### config.mk
export PLATFORM = sky130hd
export DESIGN_NAME = id_stage
export DESIGN_NICKNAME = d
export VERILOG_FILES = /design/src/rtl/riscv_pkg.sv /design/src/rtl/reg_file.sv /design/src/rtl/id_stage.sv
export SDC_FILE = /design/constraint.sdc
export NUM_CORES = 2
export LEC_CHECK = 0
export BUFFER_PORTS_ARGS = -buffer_cell sky130_fd_sc_hd__clkbuf_2
export CAP_MARGIN = 30
export CORE_MARGIN = 2
export CORE_UTILIZATION = 41
export DETAILED_ROUTE_END_ITERATION = 6
export SETUP_SLACK_MARGIN = 0.05
export SLEW_MARGIN = 20
export SYNTH_ARGS = -nofsm -noshare
export SYNTH_HDL_FRONTEND = slang
export SYNTH_HIERARCHICAL = 1
export SYNTH_SLANG_ARGS = --single-unit
### constraint.sdc
create_clock -name clk -period 7.2 [get_ports clk]
set_input_delay 0.72 -clock clk [delete_from_list [all_inputs] [get_ports clk]]
set_output_delay 0.72 -clock clk [all_outputs]
set_load 0.03 [all_outputs]
### src/rtl/riscv_pkg.sv
// Shared RV32I decode constants, ALU op encoding and the ID/EX record.
// BUBBLE (addi x0,x0,0) is the idle value for both the decoder and the ID/EX register.
package riscv_pkg;

  localparam int XLEN = 32;
  localparam int NREG = 32;
  localparam int RAW  = 5;

  localparam logic [6:0] OPC_OP     = 7'b0110011;
  localparam logic [6:0] OPC_OP_IMM = 7'b0010011;

  localparam logic [2:0] F3_ADD = 3'b000;
  localparam logic [2:0] F3_XOR = 3'b100;
  localparam logic [2:0] F3_OR  = 3'b110;
  localparam logic [2:0] F3_AND = 3'b111;

  localparam logic [6:0] F7_BASE = 7'b0000000;
  localparam logic [6:0] F7_SUB  = 7'b0100000;

  typedef enum logic [4:0] {
    ALU_ADD = 5'b00001,
    ALU_SUB = 5'b00010,
    ALU_XOR = 5'b00100,
    ALU_OR  = 5'b01000,
    ALU_AND = 5'b10000
  } alu_op_e;

  typedef struct packed {
    logic [RAW-1:0]  rd;
    logic [XLEN-1:0] rs1_val;
    logic [XLEN-1:0] rs2_val;
    logic [XLEN-1:0] imm;
    logic            wb_en;
    logic            alu_rs2_reg;
    alu_op_e         alu_op;
    logic            rs1_loopback;
    logic            rs2_loopback;
  } id_ex_t;

  localparam id_ex_t BUBBLE = '{
    rd:           '0,
    rs1_val:      '0,
    rs2_val:      '0,
    imm:          '0,
    wb_en:        1'b1,
    alu_rs2_reg:  1'b0,
    alu_op:       ALU_ADD,
    rs1_loopback: 1'b0,
    rs2_loopback: 1'b0
  };

  function automatic logic [XLEN-1:0] imm_i(input logic [31:0] instr);
    return {{(XLEN-12){instr[31]}}, instr[31:20]};
  endfunction

endpackage

### src/rtl/reg_file.sv
// Architectural register file: 2 async read ports, 1 sync write port, x0 fixed at zero.
// A read hitting the register being written this cycle sees the new data.
module reg_file
  import riscv_pkg::*;
(
  input  logic            clk,
  input  logic            rst_n,
  input  logic [RAW-1:0]  rs1_addr,
  output logic [XLEN-1:0] rs1_data,
  input  logic [RAW-1:0]  rs2_addr,
  output logic [XLEN-1:0] rs2_data,
  input  logic            wb_en,
  input  logic [RAW-1:0]  wb_addr,
  input  logic [XLEN-1:0] wb_data
);

  logic [XLEN-1:0] word [NREG];
  logic            wr_hit_rs1;
  logic            wr_hit_rs2;

  // Each register lives in its own generate block so x0 never gets storage.
  for (genvar gi = 0; gi < NREG; gi++) begin : g_reg
    if (gi == 0) begin : g_zero
      assign word[gi] = '0;
    end else begin : g_store
      logic [XLEN-1:0] q_reg;
      always_ff @(posedge clk or negedge rst_n) begin
        if (!rst_n) begin
          q_reg <= '0;
        end else if (wb_en && wb_addr == RAW'(gi)) begin
          q_reg <= wb_data;
        end
      end
      assign word[gi] = q_reg;
    end
  end

  assign wr_hit_rs1 = wb_en && (wb_addr == rs1_addr);
  assign wr_hit_rs2 = wb_en && (wb_addr == rs2_addr);

  always_comb begin
    rs1_data = word[rs1_addr];
    rs2_data = word[rs2_addr];
    if (rs1_addr == '0) begin
      rs1_data = '0;
    end else if (wr_hit_rs1) begin
      rs1_data = wb_data;
    end
    if (rs2_addr == '0) begin
      rs2_data = '0;
    end else if (wr_hit_rs2) begin
      rs2_data = wb_data;
    end
  end

endmodule

### src/rtl/id_stage.sv
// RV32I decode stage: ALU-op decoder, operand read, immediate generation,
// EX->ID loopback hazard flags and sticky illegal-instruction tracking.
module id_stage
  import riscv_pkg::*;
(
  input  logic            clk,
  input  logic            rst_n,
  input  logic            instr_valid_in,
  input  logic [31:0]     instr_in,
  input  logic            flush_in,
  input  logic            wb_en_in,
  input  logic [RAW-1:0]  wb_addr_in,
  input  logic [XLEN-1:0] wb_data_in,
  output logic [RAW-1:0]  rd_addr_out,
  output logic [XLEN-1:0] rs1_out,
  output logic [XLEN-1:0] rs2_out,
  output logic            writeback_en_out,
  output logic            alu_rs2_reg_out,
  output logic [XLEN-1:0] imm_out,
  output logic            add_en_out,
  output logic            sub_en_out,
  output logic            xor_en_out,
  output logic            or_en_out,
  output logic            and_en_out,
  output logic            rs1_alu_loopback_out,
  output logic            rs2_alu_loopback_out,
  output logic            illegal_out,
  output logic            illegal_seen_out
);

  logic [6:0]      opcode;
  logic [2:0]      funct3;
  logic [6:0]      funct7;
  logic [RAW-1:0]  rd_addr;
  logic [RAW-1:0]  rs1_addr;
  logic [RAW-1:0]  rs2_addr;
  logic [XLEN-1:0] rs1_data;
  logic [XLEN-1:0] rs2_data;
  logic            is_r;
  logic            legal;
  logic            live;
  logic            issue;
  alu_op_e         alu_op;
  id_ex_t          id_ex;

  logic [RAW-1:0]  prev_rd_reg, prev_rd_next;
  logic            prev_wb_reg, prev_wb_next;
  logic            illegal_seen_reg, illegal_seen_next;

  assign opcode   = instr_in[6:0];
  assign rd_addr  = instr_in[11:7];
  assign funct3   = instr_in[14:12];
  assign rs1_addr = instr_in[19:15];
  assign rs2_addr = instr_in[24:20];
  assign funct7   = instr_in[31:25];
  assign is_r     = (opcode == OPC_OP);

  reg_file u_reg_file (
    .clk      (clk),
    .rst_n    (rst_n),
    .rs1_addr (rs1_addr),
    .rs1_data (rs1_data),
    .rs2_addr (rs2_addr),
    .rs2_data (rs2_data),
    .wb_en    (wb_en_in),
    .wb_addr  (wb_addr_in),
    .wb_data  (wb_data_in)
  );

  always_comb begin
    legal  = 1'b0;
    alu_op = ALU_ADD;
    if (opcode == OPC_OP) begin
      case (funct3)
        F3_ADD: begin
          if (funct7 == F7_BASE) begin
            legal = 1'b1;
            alu_op = ALU_ADD;
          end else if (funct7 == F7_SUB) begin
            legal = 1'b1;
            alu_op = ALU_SUB;
          end
        end
        F3_XOR: if (funct7 == F7_BASE) begin legal = 1'b1; alu_op = ALU_XOR; end
        F3_OR:  if (funct7 == F7_BASE) begin legal = 1'b1; alu_op = ALU_OR;  end
        F3_AND: if (funct7 == F7_BASE) begin legal = 1'b1; alu_op = ALU_AND; end
        default: ;
      endcase
    end else if (opcode == OPC_OP_IMM) begin
      case (funct3)
        F3_ADD: begin legal = 1'b1; alu_op = ALU_ADD; end
        F3_XOR: begin legal = 1'b1; alu_op = ALU_XOR; end
        F3_OR:  begin legal = 1'b1; alu_op = ALU_OR;  end
        F3_AND: begin legal = 1'b1; alu_op = ALU_AND; end
        default: ;
      endcase
    end
  end

  // Reset is folded in so the outputs show a bubble the moment rst_n drops.
  assign live        = rst_n && instr_valid_in && !flush_in;
  assign issue       = live && legal;
  assign illegal_out = live && !legal;

  always_comb begin
    id_ex = BUBBLE;
    if (issue) begin
      id_ex.rd           = rd_addr;
      id_ex.rs1_val      = rs1_data;
      id_ex.rs2_val      = is_r ? rs2_data : '0;
      id_ex.imm          = is_r ? '0 : imm_i(instr_in);
      id_ex.alu_rs2_reg  = is_r;
      id_ex.alu_op       = alu_op;
      id_ex.rs1_loopback = prev_wb_reg && (prev_rd_reg != '0) && (rs1_addr == prev_rd_reg);
      id_ex.rs2_loopback = is_r && prev_wb_reg && (prev_rd_reg != '0) &&
                           (rs2_addr == prev_rd_reg);
    end
  end

  assign prev_rd_next      = flush_in ? '0   : id_ex.rd;
  assign prev_wb_next      = flush_in ? 1'b0 : id_ex.wb_en;
  assign illegal_seen_next = illegal_seen_reg || illegal_out;

  always_ff @(posedge clk or negedge rst_n) begin
    if (!rst_n) begin
      prev_rd_reg      <= '0;
      prev_wb_reg      <= 1'b0;
      illegal_seen_reg <= 1'b0;
    end else begin
      prev_rd_reg      <= prev_rd_next;
      prev_wb_reg      <= prev_wb_next;
      illegal_seen_reg <= illegal_seen_next;
    end
  end

  assign rd_addr_out          = id_ex.rd;
  assign rs1_out              = id_ex.rs1_val;
  assign rs2_out              = id_ex.rs2_val;
  assign imm_out              = id_ex.imm;
  assign writeback_en_out     = id_ex.wb_en;
  assign alu_rs2_reg_out      = id_ex.alu_rs2_reg;
  assign add_en_out           = id_ex.alu_op[0];
  assign sub_en_out           = id_ex.alu_op[1];
  assign xor_en_out           = id_ex.alu_op[2];
  assign or_en_out            = id_ex.alu_op[3];
  assign and_en_out           = id_ex.alu_op[4];
  assign rs1_alu_loopback_out = id_ex.rs1_loopback;
  assign rs2_alu_loopback_out = id_ex.rs2_loopback;
  assign illegal_seen_out     = illegal_seen_reg;

endmodule

==> flow_metrics.py <==
metrics = {
    "run_status": {
        "status": "finished, final reports clean",
    },
    "pwr": {
        "power_density_nw_per_um2": 274,
        "power_leakage_uw": 0.0263,
        "fin_total_pwr_uw": 16800,
        "max-vdd-ir-drop_mv": 0.192,
    },
    "clocking": {
        "postCtsResizedCells": 0,
        "clock-sinks": 999,
        "cts_tree": "built",
        "ctsLongestPathBuffers": 3,
        "clk_pin_slew_ns": 0.06,
        "cts_buffers": 111,
        "htree_levels": 3,
        "clkLatencyLatePin_ns": 0.72,
        "root_buffer": "clkbuf_16",
    },
    "global_routing": {
        "grt_overflow": 0,
        "grt_pass1_vias": 37339,
        "antenna_found_initial": 19,
        "grtUsageTotal": 0.281,
        "grt_pass1_wl_um": 278000,
        "grt_max_degree": 174,
    },
    "logic_synthesis": {
        "yosysUniqueCellTypes": 59,
        "yosys.area.top_type": "dfrtp_1",
        "synthArstFlopShare": 1.00,
        "ys_seq_area_frac": 0.453,
        "synth_area_leaders": "dfrtp_1 (45%), mux2_2 (22%), mux4_2 (17%)",
        "synthDominantCellAreaShare": 0.453,
        "syn_area_um2": 55200,
        "synth_area_per_cell_um2": 14.3,
        "synthFlopType": "dfrtp_1",
        "synth-edff-count": 0,
        "syn_nets": 3928,
        "yosysWarnings": 6,
        "synth-seq-cells": 999,
        "synth_most_common_cell": "mux2_2",
        "synthTopCellsByCount": "mux2_2 (1097), dfrtp_1 (999), mux4_2 (424)",
        "syn_inst": 3854,
    },
    "setup_path": {
        "cp_max_fo": 64,
        "cp_cell_sequence": "buf_8 > buf_4 > buf_4 > mux4_2 > a22oi_1 > o311ai_1 > nor3_1 > nor3_1 > and2_1 > clkbuf_2",
        "arrival_ns": 4.29,
        "crit_type": "in2out",
        "slowest_delay_ns": 0.65,
        "cpMaxStageDelayCell": "buf_4",
        "reg2reg_slack_ns": 6.37,
        "start_kind": "input port",
        "required_ns": 6.48,
        "endpoint_kind": "output port",
    },
    "place": {
        "port_buffers": 184,
        "gp_congestion": 0.833,
        "dp_cells": 5477,
        "dpl.hpwl_um": 115000,
        "placed_area_um2": 57500,
    },
    "timing": {
        "hold_violations": 0,
        "worst_pin_slew_ns": 1.08,
        "skew_ns": 0,
        "finalCritPeriodShare": 0.696,
        "final_max_slew_viol_count": 0,
        "setup_viol": 0,
        "finalCriticalPeriod_ns": 5.01,
        "finalSetupTns_ns": 0,
        "max_freq_ghz": 0.200,
        "rsz0062_at_grt": "no",
        "relSlewSlack": 0.279,
    },
    "floorplanning": {
        "die_w_um": 371,
        "die_y_um": 371,
        "start_util": 0.413,
        "num_rows": 134,
        "core_region_area_um2": 133000,
        "die_area_um2": 138000,
        "io_pins": 186,
    },
    "finish": {
        "area_growth_pct": 11.2,
        "fill_cells": 11892,
        "nNetsFinal": 3901,
        "final_util": 0.460,
        "fin_area_um2": 61400,
        "largest_register_ffs": 992,
        "regArea_um2": 25000,
        "final_cells": 5694,
        "drive_gt1_frac": 0.528,
        "multi_input_area_um2": 28100,
    },
    "drt": {
        "ant_nets": 0,
        "drc": 0,
        "via_per_inst": 6.49,
        "drt-total-wl_um": 193000,
        "num_vias": 36981,
        "drt-pass1-iter-count": 5,
        "detail_route.wl_per_cell_um": 33.9,
        "drt-initial-drc-count": 3754,
    },
    "job": {
        "max-cap-violations": 0,
    },
    "min_path": {
        "hold_path.class": "in2reg",
    },
}
## cell families after synthesis
| family | Yosys count | share of synthesized area |
|---|---|---|
| other cells | 1 | 0.0000680 |
| mux | 1593 | 0.410 |
| compound gates | 333 | 0.0467 |
| xor+xnor | 21 | 0.00333 |
| simple gates | 458 | 0.0449 |
| buf+inv | 449 | 0.0417 |
| flops | 999 | 0.453 |
## placed cells by master, fill, tap and decap left out, types with 12 or more instances in the layout
cell type / instances
nor3_1: 73
nor2b_1: 45
buf_12: 14
and2_1: 88
a211oi_1: 36
xor2_1: 12
a22oi_1: 87
o311ai_1: 22
mux4_2: 424
clkbuf_1: 23
a221oi_1: 52
o22ai_1: 48
o21ai_0: 15
nor4_1: 14
a32o_1: 12
dfrtp_1: 999
clkbuf_16: 115
mux2_2: 1097
clkinv_2: 24
clkbuf_2: 175
nor3b_1: 13
buf_4: 91
nand2_1: 43
nor2_4: 12
a22o_1: 14
a21oi_1: 16
nor2_1: 87
clkbuf_8: 29
mux2i_1: 61
## routing by layer
metal / track usage / vias to the layer above / wire, µm
met5: 0 / - / 153
met3: 0.0658 / 398 / 18000
li1: - / 14748 / -
met4: 0.101 / 24 / 7250
met1: 0.391 / 19960 / 80200
met2: 0.430 / 1851 / 87400
## final timing paths
kind                                                          end  depth (start not counted)                             startpoint
setup / recovery                                      rs1_out[25]                         10                           instr_in[16]
hold / removal                                        prev_wb_reg                          2                               flush_in
setup reg to reg            u_reg_file/g_reg[4].g_store.q_reg[31]                          1  u_reg_file/g_reg[4].g_store.q_reg[31]
hold reg to reg                                  illegal_seen_out                          1                       illegal_seen_out
max in group asynchronous   u_reg_file/g_reg[25].g_store.q_reg[2]                          5                                  rst_n
min in group asynchronous  u_reg_file/g_reg[29].g_store.q_reg[21]                          2                                  rst_n
## layout make-up
type                    instances  area share
diodes                          7    0.000285
clock buffers                 167      0.0548
clock inverters                38     0.00697
inverters                       7    0.000428
multi-input cells            2406       0.458
flip-flops and latches        999       0.407
well taps                    1768      0.0360
repair buffers                302      0.0358
## per-stage QoR
step | setup slack, ns | hold slack, ns
2_1_floorplan | 3.49 | 0.424
3_3_place_gp | 2.01 | 0.452
3_5_place_dp | 2.12 | 0.455
4_1_cts | 2.11 | 0.111
5_1_grt | 1.98 | 0.147
6_report | 2.19 | 0.151
## repair_timing
| action | CTS | global route |
|---|---|---|
| hold buffers | 1 | 0 |
| hold endpoints to repair | 37 | 0 |
| setup endpoints to repair | 0 | 0 |
| buffers inserted | 0 | 0 |
## power breakdown
group	internal [µW]	switching, µW	total (µW)
Clock	3500	2440	5930
Combinational	2010	1380	3390
Sequential	6710	803	7510
Total	12200	4620	16800
## critical path, delay by kind of cell
kind                   cells  cell delay [ns]
AO/OA/AOI/OAI              2             0.41
buffers and inverters      4             1.90
multiplexers               1             0.59
AND/OR/NAND/NOR            3             0.54
No activity file was read; power rests on OpenSTA's default activity.
